## src/rtl/decomp_pkg.sv

```systemverilog
`default_nettype none
// decomp_pkg: shared types and header field positions for the compressed fetch stage.
// Rev 1.0
package decomp_pkg;

  typedef enum logic [2:0] {
    FETCH      = 3'd0,
    HDR        = 3'd1,
    RAWF       = 3'd2,
    RAWD       = 3'd3,
    EMIT_FIRST = 3'd4,
    EMIT_LAST  = 3'd5,
    HALT       = 3'd6
  } state_t;

  typedef enum logic [1:0] {
    HDR_RAW    = 2'b00,
    HDR_SINGLE = 2'b01,
    HDR_PAIR   = 2'b10,
    HDR_END    = 2'b11
  } hdr_type_t;

  localparam int c_HDR_TYPE_HI = 31;
  localparam int c_HDR_TYPE_LO = 30;
  localparam int c_TOK_A_HI    = 15;
  localparam int c_TOK_A_LO    = 8;
  localparam int c_TOK_B_HI    = 7;
  localparam int c_TOK_B_LO    = 0;

endpackage
`default_nettype wire

```

## src/rtl/decomp_fetch_unit_if.sv

```systemverilog
`default_nettype none
// decomp_fetch_unit_if: compressed-memory, token-table, decoder and redirect signals.
// Rev 1.0
interface decomp_fetch_unit_if #(
  parameter int WIDTH = 32,
  parameter int TOKW  = 8
);
  logic             cmem_rd;
  logic [WIDTH-1:0] cmem_addr;
  logic [WIDTH-1:0] cmem_rdata;
  logic [TOKW-1:0]  tok_idx;
  logic [WIDTH-1:0] tok_data;
  logic [WIDTH-1:0] instr;
  logic [WIDTH-1:0] instr_pc;
  logic             instr_valid;
  logic             instr_ready;
  logic             redirect;
  logic [WIDTH-1:0] redirect_caddr;
  logic [WIDTH-1:0] redirect_pc;
  logic             halted;

  modport master (
    output cmem_rd, cmem_addr, tok_idx, instr, instr_pc, instr_valid, halted,
    input  cmem_rdata, tok_data, instr_ready, redirect, redirect_caddr, redirect_pc
  );

  modport slave (
    input  cmem_rd, cmem_addr, tok_idx, instr, instr_pc, instr_valid, halted,
    output cmem_rdata, tok_data, instr_ready, redirect, redirect_caddr, redirect_pc
  );
endinterface
`default_nettype wire

```

## src/rtl/decomp_hdr_decode.sv

```systemverilog
`default_nettype none
// decomp_hdr_decode: splits a header word into its type and two token indices.
// Rev 1.0
module decomp_hdr_decode
  import decomp_pkg::*;
#(
  parameter int TOKW = 8
) (
  input  logic [31:0]     i_word,
  output hdr_type_t       o_type,
  output logic [TOKW-1:0] o_tok_a,
  output logic [TOKW-1:0] o_tok_b
);

  logic w_unused_bits;

  assign o_type  = hdr_type_t'(i_word[c_HDR_TYPE_HI:c_HDR_TYPE_LO]);
  assign o_tok_a = TOKW'(i_word[c_TOK_A_HI:c_TOK_A_LO]);
  assign o_tok_b = TOKW'(i_word[c_TOK_B_HI:c_TOK_B_LO]);

  assign w_unused_bits = ^i_word[c_HDR_TYPE_LO-1:c_TOK_A_HI+1];

endmodule
`default_nettype wire

```

## src/rtl/decomp_fetch_unit.sv

```systemverilog
`default_nettype none
// decomp_fetch_unit: reads compressed words, expands tokens and hands instructions to the decoder.
// Rev 1.0
module decomp_fetch_unit
  import decomp_pkg::*;
#(
  parameter int               WIDTH      = 32,
  parameter int               TOKW       = 8,
  parameter logic [WIDTH-1:0] RESET_ADDR = '0,
  parameter logic [WIDTH-1:0] RESET_PC   = '0
) (
  input  logic                clk,
  input  logic                reset,
  decomp_fetch_unit_if.master bus
);

  localparam logic [WIDTH-1:0] c_ADDR_MASK  = ~WIDTH'(3);
  localparam logic [WIDTH-1:0] c_STEP       = WIDTH'(4);
  localparam logic [WIDTH-1:0] c_RESET_ADDR = RESET_ADDR & c_ADDR_MASK;

  state_t           r_state, w_state_nxt;
  logic [WIDTH-1:0] r_addr, w_addr_nxt;
  logic [WIDTH-1:0] r_pc, w_pc_nxt;
  logic [WIDTH-1:0] r_instr, w_instr_nxt;
  logic [WIDTH-1:0] r_instr_pc, w_instr_pc_nxt;
  logic             r_valid, w_valid_nxt;
  logic             r_halted, w_halted_nxt;
  logic [TOKW-1:0]  r_tok_b, w_tok_b_nxt;
  logic [TOKW-1:0]  w_tok_idx;
  logic             w_hs;
  logic             w_unused_caddr;

  hdr_type_t        w_type;
  logic [TOKW-1:0]  w_tok_a;
  logic [TOKW-1:0]  w_tok_b;

  decomp_hdr_decode #(
    .TOKW (TOKW)
  ) u_hdr_decode (
    .i_word  (bus.cmem_rdata[31:0]),
    .o_type  (w_type),
    .o_tok_a (w_tok_a),
    .o_tok_b (w_tok_b)
  );

  assign w_hs           = r_valid & bus.instr_ready;
  assign w_unused_caddr = ^bus.redirect_caddr[1:0];

  // Read strobe is masked during reset so nothing is fetched while state is forced.
  assign bus.cmem_rd     = ~reset & ((r_state == FETCH) | (r_state == RAWF));
  assign bus.cmem_addr   = r_addr;
  assign bus.tok_idx     = w_tok_idx;
  assign bus.instr       = r_instr;
  assign bus.instr_pc    = r_instr_pc;
  assign bus.instr_valid = r_valid;
  assign bus.halted      = r_halted;

  always_comb begin
    w_tok_idx = '0;
    case (r_state)
      HDR:        w_tok_idx = (w_type == HDR_PAIR) ? w_tok_a : w_tok_b;
      EMIT_FIRST: w_tok_idx = r_tok_b;
      default:    w_tok_idx = '0;
    endcase
  end

  always_comb begin
    w_state_nxt    = r_state;
    w_addr_nxt     = r_addr;
    w_pc_nxt       = r_pc;
    w_instr_nxt    = r_instr;
    w_instr_pc_nxt = r_instr_pc;
    w_valid_nxt    = r_valid;
    w_halted_nxt   = r_halted;
    w_tok_b_nxt    = r_tok_b;

    case (r_state)
      FETCH: w_state_nxt = HDR;
      HDR: begin
        w_tok_b_nxt = w_tok_b;
        case (w_type)
          HDR_RAW: begin
            w_addr_nxt  = r_addr + c_STEP;
            w_state_nxt = RAWF;
          end
          HDR_SINGLE, HDR_PAIR: begin
            w_instr_nxt = bus.tok_data;
            w_valid_nxt = 1'b1;
            w_addr_nxt  = r_addr + c_STEP;
            w_state_nxt = (w_type == HDR_PAIR) ? EMIT_FIRST : EMIT_LAST;
          end
          default: begin
            w_halted_nxt = 1'b1;
            w_state_nxt  = HALT;
          end
        endcase
      end
      RAWF: w_state_nxt = RAWD;
      RAWD: begin
        w_instr_nxt = bus.cmem_rdata;
        w_valid_nxt = 1'b1;
        w_addr_nxt  = r_addr + c_STEP;
        w_state_nxt = EMIT_LAST;
      end
      EMIT_FIRST: begin
        if (w_hs) begin
          w_pc_nxt       = r_pc + c_STEP;
          w_instr_pc_nxt = r_pc + c_STEP;
          w_instr_nxt    = bus.tok_data;
          w_state_nxt    = EMIT_LAST;
        end
      end
      EMIT_LAST: begin
        if (w_hs) begin
          w_pc_nxt       = r_pc + c_STEP;
          w_instr_pc_nxt = r_pc + c_STEP;
          w_valid_nxt    = 1'b0;
          w_state_nxt    = FETCH;
        end
      end
      HALT:    w_state_nxt = HALT;
      default: w_state_nxt = FETCH;
    endcase

    // Redirect wins over any handshake; in-flight read data is simply not consumed.
    if (bus.redirect) begin
      w_state_nxt    = FETCH;
      w_valid_nxt    = 1'b0;
      w_halted_nxt   = 1'b0;
      w_addr_nxt     = bus.redirect_caddr & c_ADDR_MASK;
      w_pc_nxt       = bus.redirect_pc;
      w_instr_pc_nxt = bus.redirect_pc;
    end
  end

  always_ff @(posedge clk) begin
    if (reset) begin
      r_state    <= FETCH;
      r_addr     <= c_RESET_ADDR;
      r_pc       <= RESET_PC;
      r_instr    <= '0;
      r_instr_pc <= RESET_PC;
      r_valid    <= 1'b0;
      r_halted   <= 1'b0;
      r_tok_b    <= '0;
    end else begin
      r_state    <= w_state_nxt;
      r_addr     <= w_addr_nxt;
      r_pc       <= w_pc_nxt;
      r_instr    <= w_instr_nxt;
      r_instr_pc <= w_instr_pc_nxt;
      r_valid    <= w_valid_nxt;
      r_halted   <= w_halted_nxt;
      r_tok_b    <= w_tok_b_nxt;
    end
  end

endmodule
`default_nettype wire
```

## src/flat_wrapper.sv

```systemverilog
// flat-port wrapper written by rule: the top's interface ports become plain ports
module decomp_fetch_unit_flat import decomp_pkg::*;
#(
  parameter int               WIDTH      = 32,
  parameter int               TOKW       = 8,
  parameter logic [WIDTH-1:0] RESET_ADDR = '0,
  parameter logic [WIDTH-1:0] RESET_PC   = '0
)
  (clk, reset, bus_cmem_rd, bus_cmem_addr, bus_tok_idx, bus_instr, bus_instr_pc, bus_instr_valid, bus_halted, bus_cmem_rdata, bus_tok_data, bus_instr_ready, bus_redirect, bus_redirect_caddr, bus_redirect_pc);
  decomp_fetch_unit_if #(.WIDTH(WIDTH), .TOKW(TOKW)) bus_i ();
  input  logic clk;
  input  logic reset;
  output wire logic [$bits(bus_i.cmem_rd)-1:0] bus_cmem_rd;
  output wire logic [$bits(bus_i.cmem_addr)-1:0] bus_cmem_addr;
  output wire logic [$bits(bus_i.tok_idx)-1:0] bus_tok_idx;
  output wire logic [$bits(bus_i.instr)-1:0] bus_instr;
  output wire logic [$bits(bus_i.instr_pc)-1:0] bus_instr_pc;
  output wire logic [$bits(bus_i.instr_valid)-1:0] bus_instr_valid;
  output wire logic [$bits(bus_i.halted)-1:0] bus_halted;
  input wire logic [$bits(bus_i.cmem_rdata)-1:0] bus_cmem_rdata;
  input wire logic [$bits(bus_i.tok_data)-1:0] bus_tok_data;
  input wire logic [$bits(bus_i.instr_ready)-1:0] bus_instr_ready;
  input wire logic [$bits(bus_i.redirect)-1:0] bus_redirect;
  input wire logic [$bits(bus_i.redirect_caddr)-1:0] bus_redirect_caddr;
  input wire logic [$bits(bus_i.redirect_pc)-1:0] bus_redirect_pc;
  assign bus_cmem_rd = bus_i.cmem_rd;
  assign bus_cmem_addr = bus_i.cmem_addr;
  assign bus_tok_idx = bus_i.tok_idx;
  assign bus_instr = bus_i.instr;
  assign bus_instr_pc = bus_i.instr_pc;
  assign bus_instr_valid = bus_i.instr_valid;
  assign bus_halted = bus_i.halted;
  assign bus_i.cmem_rdata = bus_cmem_rdata;
  assign bus_i.tok_data = bus_tok_data;
  assign bus_i.instr_ready = bus_instr_ready;
  assign bus_i.redirect = bus_redirect;
  assign bus_i.redirect_caddr = bus_redirect_caddr;
  assign bus_i.redirect_pc = bus_redirect_pc;
  decomp_fetch_unit #(.WIDTH(WIDTH), .TOKW(TOKW), .RESET_ADDR(RESET_ADDR), .RESET_PC(RESET_PC)) u_core (.clk(clk), .reset(reset), .bus(bus_i));
endmodule
```

## config.mk

```make
export PLATFORM = sky130hd
export DESIGN_NAME = decomp_fetch_unit_flat
export DESIGN_NICKNAME = d
export VERILOG_FILES = /design/src/rtl/decomp_pkg.sv /design/src/rtl/decomp_fetch_unit_if.sv /design/src/rtl/decomp_hdr_decode.sv /design/src/rtl/decomp_fetch_unit.sv /design/src/flat_wrapper.sv
export SDC_FILE = /design/constraint.sdc
export NUM_CORES = 1
export LEC_CHECK = 0
export ABC_CLOCK_PERIOD_IN_PS = 4200
export CAP_MARGIN = 20
export CELL_PAD_IN_SITES_DETAIL_PLACEMENT = 0
export CELL_PAD_IN_SITES_GLOBAL_PLACEMENT = 1
export CORE_ASPECT_RATIO = 1.1
export CORE_UTILIZATION = 33
export CTS_CLUSTER_SIZE = 14
export DETAILED_ROUTE_END_ITERATION = 6
export PLACE_DENSITY_LB_ADDON = 0.1
export SYNTH_ARGS = -nofsm -noshare
export SYNTH_HDL_FRONTEND = slang
export SYNTH_SLANG_ARGS = --single-unit
```

## constraint.sdc

```tcl
create_clock -name clk -period 4.2 [get_ports clk]
set_clock_uncertainty 0.1 [all_clocks]
set_input_delay 0.84 -clock clk [delete_from_list [all_inputs] [get_ports clk]]
set_output_delay 0.84 -clock clk [all_outputs]
set_load 0.01 [all_outputs]
```

# ---- Yosys cells after proc, flatten, opt, wreduce, memory -nomap -nowiden
# Cells that the tools add are included.
dict set report totals {
  input_bits 132
  mem_count 0
  latchBits 0
  mem_bits_ro 0
  out_inout_bits 107
  ramBits 0
  register_bits 109
}
dict set report classes {
  n_shift 0
  n_addsub 2
  eq_ne 13
  n_reduce_logical 19
  n_bitwise 5
  muxes 19
  n_lt_le_gt_ge 0
  div_mod_pow 0
  mul 0
}
# op n
set ops {}
lappend ops {{2-to-1 mux 32 bit} 7}
lappend ops {{case mux 32 bit (3 select lines)} 1}
lappend ops {{adder 32 x 3 -> 32 bit, second input constant} 2}
lappend ops {{case mux 32 bit (2 select lines)} 1}
lappend ops {{case mux 3 bit (7 select lines)} 1}
lappend ops {{case mux 8 bit (2 select lines)} 1}
lappend ops {{AND reduction 2 bit} 5}
lappend ops {{equality test 3 bit, second input constant} 3}
lappend ops {{nonzero test 3 bit} 3}
lappend ops {{2-to-1 mux 8 bit} 1}
lappend ops {{equality test 3 x 2 -> 1 bit, second input constant} 2}
lappend ops {{2-to-1 mux 3 bit} 2}
lappend ops {{inequality test 2 x 1 -> 1 bit, second input constant} 3}
lappend ops {{case mux 3 bit (2 select lines)} 1}
lappend ops {{AND reduction 3 bit} 2}
lappend ops {{nonzero test 2 bit} 3}
lappend ops {{OR reduction 2 bit} 3}
lappend ops {{equality test 3 x 1 -> 1 bit, second input constant} 1}
lappend ops {{zero test 3 bit} 1}
lappend ops {{2-to-1 mux 1 bit} 3}
lappend ops {{inequality test 3 bit, second input constant} 1}
lappend ops {{case mux 1 bit (3 select lines)} 1}
lappend ops {{OR reduction 3 bit} 1}
lappend ops {{AND 1 bit} 2}
lappend ops {{6 further kinds} 7}

# ---- Logic depth before layout (Yosys ltp)
# Gate-level depths: netlist (run 1).
dict set report logic_depth {
  depth_word 5
  ltp_mapped 7
}

# ---- By module
# From an unflattened synthesis (run 1), not the netlist that was laid out.
dict set report unflattened {
  hier_cells 790
  area_unflattened_um2 6188.4
}
# module cells_per_inst seq_area_each_um2 n_inst area_per_inst_um2
set by_module_without_submodules {}
lappend by_module_without_submodules {decomp_fetch_unit 772 2142.1 1 6053.3}
lappend by_module_without_submodules {decomp_hdr_decode 18 0.0 1 135.1}

# ---- Least setup slack after synthesis (run 1)
# OpenSTA, ideal clock, no wires.
dict set report synth_timing {
  path_kind {input port to output port}
  startpoint {in bus_cmem_rdata[30]}
  endpoint {out bus_tok_idx[0]}
  setup_slack_ns 1.432
  path_buffers 1
  required_ns 3.260
  cell_stages 5
  arrival_ns 1.828
  path_cell_list {inv_1 -> ha_1 -> clkbuf_1 -> mux2i_1 -> o21ai_0}
}
dict set report synth_between {
  elab_chain_cells 3
}
# item line
set synth_rtl {}
lappend synth_rtl {{start: declaration} flat_wrapper.sv:20} ;# input wire logic [$bits(bus_i.cmem_rdata)-1:0] bus_cmem_rdata;
lappend synth_rtl {{equality test 2 bit} decomp_fetch_unit.sv:61} ;# HDR: w_tok_idx = (w_type == HDR_PAIR) ? w_tok_a : w_tok_b;
lappend synth_rtl {{2-to-1 mux 8 bit} decomp_fetch_unit.sv:61}
lappend synth_rtl {{case mux 8 bit (2 select lines)} decomp_fetch_unit.sv:60} ;# case (r_state)
lappend synth_rtl {{end: declaration} flat_wrapper.sv:15} ;# output wire logic [$bits(bus_i.tok_idx)-1:0] bus_tok_idx;
# Every way passes these cells.

# ---- Final worst setup path (run 1)
dict set report layout_timing {
  startpoint {in bus_cmem_rdata[30]}
  endpoint {out bus_tok_idx[1]}
}
# Same word-level chain as after synthesis.

==> results of run 1 <==
power by group:
part	total (mW)	internal, mW	switching (mW)
logic	0.501	0.290	0.211
clock network	0.888	0.495	0.393
registers	1.15	1.08	0.0723
total	2.54	1.86	0.677
per-layer routing:
layer,routed length (um),track usage,part of all wire,vias up
met1,8190,0.244,0.44,2793
met2,8930,0.362,0.48,171
met5,0,0,0,-
met3,1290,0.0557,0.069,23
met4,356,0.0777,0.019,0
li1,-,-,-,2991
state kept, by name (all words and copies together) (netlist names):
| register | count |
|---|---|
| u_core.r_tok_b | 8 |
| u_core.r_pc | 32 |
| u_core.bus.halted | 1 |
| u_core.bus.cmem_addr | 30 |
| u_core.r_state | 3 |
| u_core.bus.instr_valid | 1 |
| u_core.bus.instr | 32 |
through the flow:
step / area [um2] / worst slack [ns] / hold WS, ns / power, mW
2_1_floorplan: 5710 / 1.43 / 0.337 / 1.37
3_3_place_gp: 8180 / 0.499 / 0.342 / 1.67
3_5_place_dp: 8210 / 0.470 / 0.347 / 1.68
4_1_cts: 8520 / 0.469 / 0.358 / 2.57
5_1_grt: 8540 / 0.415 / 0.382 / 2.66
6_report: 8540 / 0.507 / 0.358 / 2.54
worst max-delay path by stage:
stage          slack (ns)              to                from
2_1_floorplan        1.43  bus_tok_idx[0]  bus_cmem_rdata[30]
3_3_place_gp         0.50  bus_tok_idx[1]  bus_cmem_rdata[30]
3_5_place_dp         0.47  bus_tok_idx[1]  bus_cmem_rdata[30]
4_1_cts              0.47  bus_tok_idx[1]  bus_cmem_rdata[30]
5_1_grt              0.42  bus_tok_idx[1]  bus_cmem_rdata[30]
6_report             0.51  bus_tok_idx[1]  bus_cmem_rdata[30]
final cells by class:
cell class                      instances  area share
Tap cell                              234      0.0343
Sequential cell                       107       0.251
Clock inverter                          4     0.00571
Timing Repair Buffer                  244       0.287
Clock buffer                           12      0.0300
Multi-Input combinational cell        549       0.388
Inverter                               10     0.00439
cells by family after synthesis:
family,after synthesis,share of synthesized area
fa+ha+maj,6,0.0132
mux,13,0.0228
simple gates,342,0.300
flops,107,0.376
compound gates,136,0.165
buf+inv,63,0.0459
xor+xnor,50,0.0768
other cells,1,0.000658
worst max-delay path, delay by kind of cell:
kind	cells	cell delay (ns)
multiplexers	1	0.12
AO/OA/AOI/OAI	1	0.22
buffers and inverters	4	1.38
adder cells (fa/ha/maj)	1	0.20
cells in the final DEF (no fill, tap or decap), types with 9 or more instances in the layout:
cell             Yosys  routed
nor2_1              88      88
a311oi_1            35      35
mux2i_1             13      13
buf_4                2       9
nand2_1             98      98
dfxtp_1            107     107
xnor2_1             23      23
clkdlybuf4s50_1      0     233
a21oi_1             35      35
nand3_1             63      63
o21ai_0             17      17
clkbuf_16            0       9
nand4_1             21      21
inv_1                9       9
a211oi_1            30      30
xor2_1              27      27
nor3_1              11      11
and3_1              11      11
nor4_1              10      10
==> results.md, run 1 <==
- Status: complete, no violations
- Critical path type: primary input to output port
- Detailed Place HPWL: roughly 14000 um
- CP Data Required Time: between 3 and 4 ns
- Hold crit path type: flop to flop
- MaxCap Viol Count: 0
- HP Start: u_core.r_tok_b[6]$_SDFFE_PP0P_
- Drt first pass iters: 5
- Yosys top cell area share: 0.376
- RSZ-0062 raised after global routing: no
- Overall Global Routing Usage: 0.209
- Grt ovf: 0
- Slew @ Worst Pin: around 0.85 ns
- Worst Hold Path Cells: 2
- Cell count after synthesis: around 700
- Worst-skew pair later-pin latency: 0.36 ns
- Top post-synthesis cells by area: dfxtp_1, nand2_1, nor2_1
- TNS Setup: 0 ns
- Vias: roughly 6000
- Max incr delay on CP: 0.59 ns
- Async SR Flop Fraction: 0
- DR WL/cell: 16.2 um
- Top cell by count, worst path: clkdlybuf4s50_1
- Initial antenna violation count: 0
- Period minus WS final: 3.69 ns
- Ys Warns: 0
- Flip-flop and latch count after synthesis: 107
- Final setup vio count: 0
- CTS tree: yes
- Count leader, synth: dfxtp_1
- CORE AREA: 0.0170 mm2
- Post-synthesis sequential area ratio: 0.376
- Most common flop cell mapped by yosys: dfxtp_1
- Leading area contributor after synthesis: dfxtp_1
- Vias in the first global route: about 5900
- Path depth of the worst reg2reg path: 6
- Final WL: 18800 um
- Die height: 140 um
- First-pass GRT wire length: 29700 um
- Routed Antenna Nets: 0
- DIE AREA: 0.0178 mm2
- Leak: 2.97 nW
- Vias per Instance: between 5 and 6
- Fin util: 0.504
- H-tree depth: 3
- Mapped Area: ~0.0057 mm2
- Hold Path Sink: u_core.r_tok_b[6]$_SDFFE_PP0P_
- Fin nets: 1059
- Postcts setup bufs: 0
- Reg-to-reg startpoint: u_core.r_state[1]$_SDFFE_PP0P_
- Max Freq: 271 MHz
- Longest Clk Path Bufs: 2
- Diodes inserted: 0
- Clk slew on worst S/H paths: ~0.07 ns
- Worst path slowest cell: clkdlybuf4s50_1
- Post-synthesis cell type count: 54
- I/O pins: 239
- CP Max Fanout: 8
- Critical path data arrival time: 2.75 ns
- Cts repair resizes: 0
- Sink Count: 107
- Post-synth EDFFs: 0
- VDD IR max: a little under 200 uV
- Number of max-slew violations in the final report: 0
- Area of the multi-input gates: 0.00331 mm2
- Iter 0 DRT Violations: 267
- Clock buffer count from CTS: 9
- Cell Pwr Density: 297 mW/mm2
- Register area: 0.00214 mm2
- Max_slew headroom: 0.430
- Synth cell count leaders: dfxtp_1, nand2_1, nor2_1, nand3_1, clkbuf_1
- Area delta synth->final: 49.9%
- Global placer's final weighted congestion: between 0.7 and 0.8
- Crit end category: output port
- Starting Density: 0.336
- Fill count: between 1500 and 2000
- Die width: 127 um
- Placed cells: roughly 1100
- Largest net degree at the start of global routing: 102
- Final std cells w/o fill: 1160
- Mean Syn Cell Area: 7.94 um2
- Input/output buffers: roughly 230
- Rows: 50
- Fin crit share: 0.879
- Hold buffer count at cts: 0
- Critical R2R Capture: u_core.bus.cmem_addr[30]$_SDFFE_PP0P_
- Residual DRC: 0
- Worst reg-to-reg setup slack: 1.20 ns
- Fin. Hold Viols: 0
- Share of cells above drive strength 1: 0.0508
- Root Driver: clkbuf_16
- Critical-path cell list: clkdlybuf4s50_1 > inv_1 > ha_1 > buf_4 > mux2i_1 > o21ai_0 > clkdlybuf4s50_1
- Critical path launch point type: primary input
No activity file was read; power rests on OpenSTA's default activity.
==> inputs of run 2 (changes only) <==
--- a/config.mk
+++ b/config.mk
@@ -10,10 +10,11 @@
 export CELL_PAD_IN_SITES_DETAIL_PLACEMENT = 0
 export CELL_PAD_IN_SITES_GLOBAL_PLACEMENT = 1
 export CORE_ASPECT_RATIO = 1.1
-export CORE_UTILIZATION = 33
+export CORE_UTILIZATION = 34
 export CTS_CLUSTER_SIZE = 14
 export DETAILED_ROUTE_END_ITERATION = 6
 export PLACE_DENSITY_LB_ADDON = 0.1
 export SYNTH_ARGS = -nofsm -noshare
 export SYNTH_HDL_FRONTEND = slang
+export SYNTH_HIERARCHICAL = 1
 export SYNTH_SLANG_ARGS = --single-unit
==> run 2 against run 1 <==
Compared with the run above: sequential share of layout area down 0.71 points; clock-buffer cell count decreased by 1; sequential power is essentially flat; synthesized cell count grew 10%; clock power down 8.0%; critical path type unchanged; global-route usage up 2.1 points; non-clock buffer count down 2.
==> results.md, run 2 <==
- Detailed Place HPWL: ~15000 um
- Starting Density: 0.349
- VDD IR max: around 210 uV
- Hold crit path type: flop to flop
- Iter 0 DRT Violations: between 400 and 500
- Clk slew on worst S/H paths: 0.07 ns
- Post-synthesis sequential area ratio: 0.346
- DIE AREA: 0.0187 mm2
- Slew @ Worst Pin: 1.04 ns
- Longest Clk Path Bufs: 2
- Diodes inserted: 0
- Residual DRC: 0
- Cell Pwr Density: 287 mW/mm2
- Clock buffer count from CTS: 9
- Hold buffer count at cts: 0
- CTS tree: yes
- Async SR Flop Fraction: 0
- Vias per Instance: 5.73
- Area delta synth->final: 42.1%
- Postcts setup bufs: 0
- Area of the multi-input gates: 0.00362 mm2
- Cell count after synthesis: between 700 and 800
- Leading area contributor after synthesis: dfxtp_1
- Most frequent cells in the layout: clkdlybuf4s50_1, dfxtp_1, nand2_1, nor2_1, nand3_1
- Largest net degree at the start of global routing: 65
- Vias: 6904
- Fin util: 0.496
- Final setup vio count: 0
- Grt ovf: 0
- CORE AREA: 0.0177 mm2
- Critical path type: primary input to output port
- Flip-flop and latch count after synthesis: 107
- Register area: 0.00214 mm2
- Synth cell count leaders: dfxtp_1, nand2_1, nor2_1, nand3_1, a311oi_1
- Period minus WS final: 3.83 ns
- Hold Slack: 0.362 ns
- Status: complete, no violations
- Top post-synthesis cells by area: dfxtp_1, a311oi_1, nand2_1
- Die width: 131 um
- Rows: 51
- Count leader, synth: dfxtp_1
- DR WL/cell: 18.0 um
- Cts repair resizes: 0
- Post-synth EDFFs: 0
- Initial antenna violation count: 0
- Fin crit share: 0.912
- Number of max-slew violations in the final report: 0
- I/O pins: roughly 240
- Max Freq: 261 MHz
- Most common flop cell mapped by yosys: dfxtp_1
- Final WL: 21600 um
- Yosys top cell area share: 0.346
- Drt first pass iters: 5
- First-pass GRT wire length: approximately 34000 um
- Root Driver: clkbuf_16
- Fin nets: 1100
- Die height: about 140 um
- Leak: 2.92 nW
- Sink Count: ~110
- H-tree depth: 3
- Critical path launch point type: primary input
- CP Max Fanout: 8
- Overall Global Routing Usage: 0.230
- MaxCap Viol Count: 0
- Final std cells w/o fill: 1205
- CP Data Required Time: between 3 and 4 ns
- Critical path data arrival time: 2.89 ns
- RSZ-0062 raised after global routing: no
- Most common cell after layout, fill and taps aside: clkdlybuf4s50_1
- Ys Warns: 6
- Share of cells above drive strength 1: 0.0393
- Fin. Hold Viols: 0
- Global placer's final weighted congestion: roughly 0.86
- Worst-skew pair later-pin latency: 0.36 ns
- Vias in the first global route: 6453
- Mapped Area: 0.00619 mm2
- Mean Syn Cell Area: approximately 7.8 um2
- Max_slew headroom: 0.302
- Routed Antenna Nets: 0
- Fill count: approximately 1700
- Input/output buffers: 234
- Post-synthesis cell type count: 64
- Placed cells: 1189
- Crit end category: output port
- TNS Setup: 0 ns
==> run 2: cell count changes after synthesis, moves of 6 or more <==
cell / before / now
or4_1: 0 / 22
buf_4: 2 / 23
a21oi_1: 35 / 16
xor2_1: 27 / 8
a311oi_1: 35 / 53
o31ai_1: 1 / 18
xnor2_1: 23 / 6
a211oi_1: 30 / 16
nand4_1: 21 / 33
clkbuf_1: 39 / 49
nand2_1: 98 / 90
and4_1: 3 / 9
==> run 2: worst paths after layout <==
path                             startpoint                                    end  slack [ns]  cells after the start
max                      bus_cmem_rdata[30]                         bus_tok_idx[5]        0.37                      6
min          u_core/r_tok_b[2]$_SDFFE_PP0P_         u_core/r_tok_b[2]$_SDFFE_PP0P_        0.36                      2
max reg2reg  u_core/r_state[0]$_SDFFE_PP0P_  u_core/bus.cmem_addr[19]$_SDFFE_PP0P_        1.39                      5
min reg2reg  u_core/r_tok_b[2]$_SDFFE_PP0P_         u_core/r_tok_b[2]$_SDFFE_PP0P_        0.36                      2
==> run 2: kinds of logic (layout without fill, tap and decap cells) <==
group,Yosys count,after routing,share of synthesized area
AND/OR/NAND/NOR,388,388,0.321
AO/OA/AOI/OAI,168,168,0.209
flip-flops,107,107,0.346
buffers and inverters,95,271,0.0732
XOR/XNOR,14,14,0.0198
multiplexers,11,11,0.0178
adder cells (fa/ha/maj),6,6,0.0121
other,1,2,0.000606
==> run 2: through the flow <==
step | power (mW) | setup slack, ns | area (um2)
after CTS | 2.55 | 0.364 | 8790
after floorplan | 1.41 | 1.32 | 6190
after detailed placement | 1.73 | 0.368 | 8520
after global placement | 1.72 | 0.412 | 8490
after global routing | 2.65 | 0.218 | 8790
final | 2.53 | 0.371 | 8790
==> run 2: report_power, final <==
part	total, mW	internal, mW	switching [mW]	leakage (nW)
registers	1.17	1.08	0.0846	0.883
clock network	0.817	0.406	0.411	0.122
logic	0.541	0.303	0.238	1.91
total	2.53	1.79	0.733	2.92
==> run 2: critical path, stage by stage <==
cell and delay (ns):
clkdlybuf4s50_1 0.49, inv_1 0.12, ha_1 0.52, mux2i_1 0.16
o21ai_0 0.18, clkdlybuf4s50_1 0.57
==> run 2: layout make-up <==
cell class | count | area share
clock buffer | 11 | 0.0265
clock inverter | 5 | 0.00455
inverter | 13 | 0.00555
sequential | 107 | 0.244
timing repair buffer | 242 | 0.275
tap | 238 | 0.0339
multi-input combinational | 589 | 0.411
==> run 2: per-layer routing <==
metal	GRT usage	wire, um	up-vias
met4	0.0889	501	0
met1	0.293	9140	3282
met5	0	0	-
met2	0.373	10300	271
met3	0.0536	1730	31
li1	-	-	3320
==> inputs of run 3 (changes only) <==
--- a/config.mk
+++ b/config.mk
@@ -10,11 +10,11 @@
 export CELL_PAD_IN_SITES_DETAIL_PLACEMENT = 0
 export CELL_PAD_IN_SITES_GLOBAL_PLACEMENT = 1
 export CORE_ASPECT_RATIO = 1.1
-export CORE_UTILIZATION = 34
+export CORE_MARGIN = 5
+export CORE_UTILIZATION = 33
 export CTS_CLUSTER_SIZE = 14
 export DETAILED_ROUTE_END_ITERATION = 6
 export PLACE_DENSITY_LB_ADDON = 0.1
 export SYNTH_ARGS = -nofsm -noshare
 export SYNTH_HDL_FRONTEND = slang
-export SYNTH_HIERARCHICAL = 1
 export SYNTH_SLANG_ARGS = --single-unit
==> constraint.sdc (replaced) <==
create_clock -name clk -period 4.2 [get_ports clk]
set_clock_uncertainty 0.1 [all_clocks]
set_input_delay 0.84 -clock clk [delete_from_list [all_inputs] [get_ports clk]]
set_output_delay 0.84 -clock clk [all_outputs]
set_load 0.05 [all_outputs]
==> run 3 against run 2 <==
Compared with the run above: die area increased by 6.7%; non-clock buffer count is the same; first-iteration DRC count fell by 40%; via count down 13%; fmax up 7.7%; critical endpoint is now bus_tok_idx[3]; largest cell class unchanged; highest routed layer unchanged.
==> results.md, run 3 (synthesized netlist as in run 1, its figures left out) <==
- Max Freq: 281 MHz
- Rows: 50
- Critical path launch point type: primary input
- Vias in the first global route: 5939
- Root Driver: clkbuf_16
- Number of max-slew violations in the final report: 0
- Routed Antenna Nets: 0
- Max incr delay on CP: 0.47 ns
- Vias per Instance: 5.17
- DIE AREA: around 0.020 mm2
- CP Data Required Time: between 3 and 4 ns
- Max_slew headroom: 0.444
- Most frequent cells in the layout: clkdlybuf4s50_1, dfxtp_1, nand2_1, nor2_1, nand3_1
- Iter 0 DRT Violations: 299
- VDD IR max: 219 uV
- Vias: 5983
- RSZ-0062 raised after global routing: no
- Grt ovf: 0
- Critical-path cell list: clkdlybuf4s50_1 > inv_1 > ha_1 > mux2i_1 > o21ai_0 > buf_12
- Fill count: about 1700
- H-tree depth: 3
- Largest net degree at the start of global routing: 55
- Critical path data arrival time: 2.62 ns
- CTS tree: yes
- MaxCap Viol Count: 0
- Crit-path leading delay family: buffers and inverters
- CP Max Fanout: 8
- Starting Density: 0.335
- Worst-skew pair later-pin latency: 0.35 ns
- Die width: about 140 um
- CORE AREA: 0.0170 mm2
- Initial antenna violation count: 0
- Final worst slack: 0.645 ns
- Input/output buffers: 234
- Area delta synth->final: 49.7%
- Pre-CTS setup slack: 0.618 ns
- Die height: around 150 um
- Period minus WS final: 3.56 ns
- Hold buffer count at cts: 0
- Sink Count: 107
- Cts repair resizes: 0
- First-pass GRT wire length: 31000 um
- Final WL: 19400 um
- DR WL/cell: 16.7 um
- Worst path slowest cell: ha_1
- Global placer's final weighted congestion: 0.792
- TNS Setup: 0 ns
- Clk slew on worst S/H paths: 0.07 ns
- Fin util: 0.502
- Buf/Inv on CP: 3
- Share of cells above drive strength 1: 0.0541
- Diodes inserted: 0
- Residual DRC: 0
- Hold crit path type: flop to flop
- Design Area, Final: 0.00854 mm2
- Longest Clk Path Bufs: 2
- Clock buffer count from CTS: 9
- Critical path type: primary input to output port
- Final setup vio count: 0
- Slew @ Worst Pin: about 0.83 ns
- Drt first pass iters: 5
- Fin nets: roughly 1100
- Status: complete, no violations
- Fin. Hold Viols: 0
- DP Area: a little over 0.008 mm2
- Power consumption: 2.71 mW
- Overall Global Routing Usage: 0.190
- Detailed Place HPWL: 14400 um
- Leak: 2.97 nW
- I/O pins: 239
- Fin crit share: 0.846
- Most common cell after layout, fill and taps aside: clkdlybuf4s50_1
- Crit end category: output port
- Postcts setup bufs: 0
- Cell Pwr Density: 318 mW/mm2
[run 3: cell types whose count changed in the layout (fill, tap and decap cells not counted), sizes merged, moves of 8 or more]
cell / before / now
or4: 23 / 2
a21oi: 16 / 35
xor2: 8 / 27
a311oi: 53 / 35
o31ai: 18 / 1
xnor2: 6 / 23
a211oi: 16 / 31
nand4: 36 / 24
nand2: 90 / 98
[run 3: tightest hold or removal path: cells and delay by family, from the launching register on]
| kind | cells | cell delay (ns) |
|---|---|---|
| simple gates | 1 | 0.05 |
| flops | 1 | 0.31 |
| compound gates | 1 | 0.05 |
[run 3: area by class of cell]
| type | count | area, um2 | share of cell area |
|---|---|---|---|
| clock buffer | 14 | 254 | 0.0298 |
| sequential | 107 | 2140 | 0.251 |
| multi-input combinational | 549 | 3310 | 0.388 |
| clock inverter | 2 | 35.0 | 0.00410 |
| timing repair buffer | 242 | 2460 | 0.288 |
| tap | 234 | 293 | 0.0343 |
| inverter | 10 | 37.5 | 0.00440 |
[run 3: final timing paths]
| path | startpoint | endpoint | slack, ns | depth (start not counted) |
|---|---|---|---|---|
| setup / recovery | bus_cmem_rdata[30] | bus_tok_idx[3] | 0.64 | 6 |
| hold reg to reg | u_core.r_tok_b[5]$_SDFFE_PP0P_ | u_core.r_tok_b[5]$_SDFFE_PP0P_ | 0.36 | 2 |
| hold / removal | u_core.r_tok_b[5]$_SDFFE_PP0P_ | u_core.r_tok_b[5]$_SDFFE_PP0P_ | 0.36 | 2 |
| setup reg to reg | u_core.r_state[0]$_SDFFE_PP0P_ | u_core.bus.cmem_addr[30]$_SDFFE_PP0P_ | 1.44 | 6 |
[run 3: stage by stage]
stage,instances,hold slack [ns]
final,1158,0.357
after global routing,1158,0.392
after global placement,1141,0.343
after CTS,1157,0.358
after floorplan,719,0.337
after detailed placement,1141,0.348
[run 3: where the power goes]
| group | internal, mW | switching (mW) | leakage (nW) |
|---|---|---|---|
| Sequential | 1.08 | 0.0705 | 0.881 |
| Clock | 0.480 | 0.386 | 0.141 |
| Combinational | 0.291 | 0.408 | 1.95 |
[run 3: per-layer routing]
layer | up-vias | part of all wire | GRT usage | routed length (um)
met4 | 0 | 0.019 | 0.0625 | 373
met1 | 2803 | 0.43 | 0.239 | 8270
met3 | 22 | 0.077 | 0.0562 | 1490
li1 | 2983 | - | - | -
met5 | - | 0 | 0 | 0
met2 | 175 | 0.48 | 0.312 | 9270
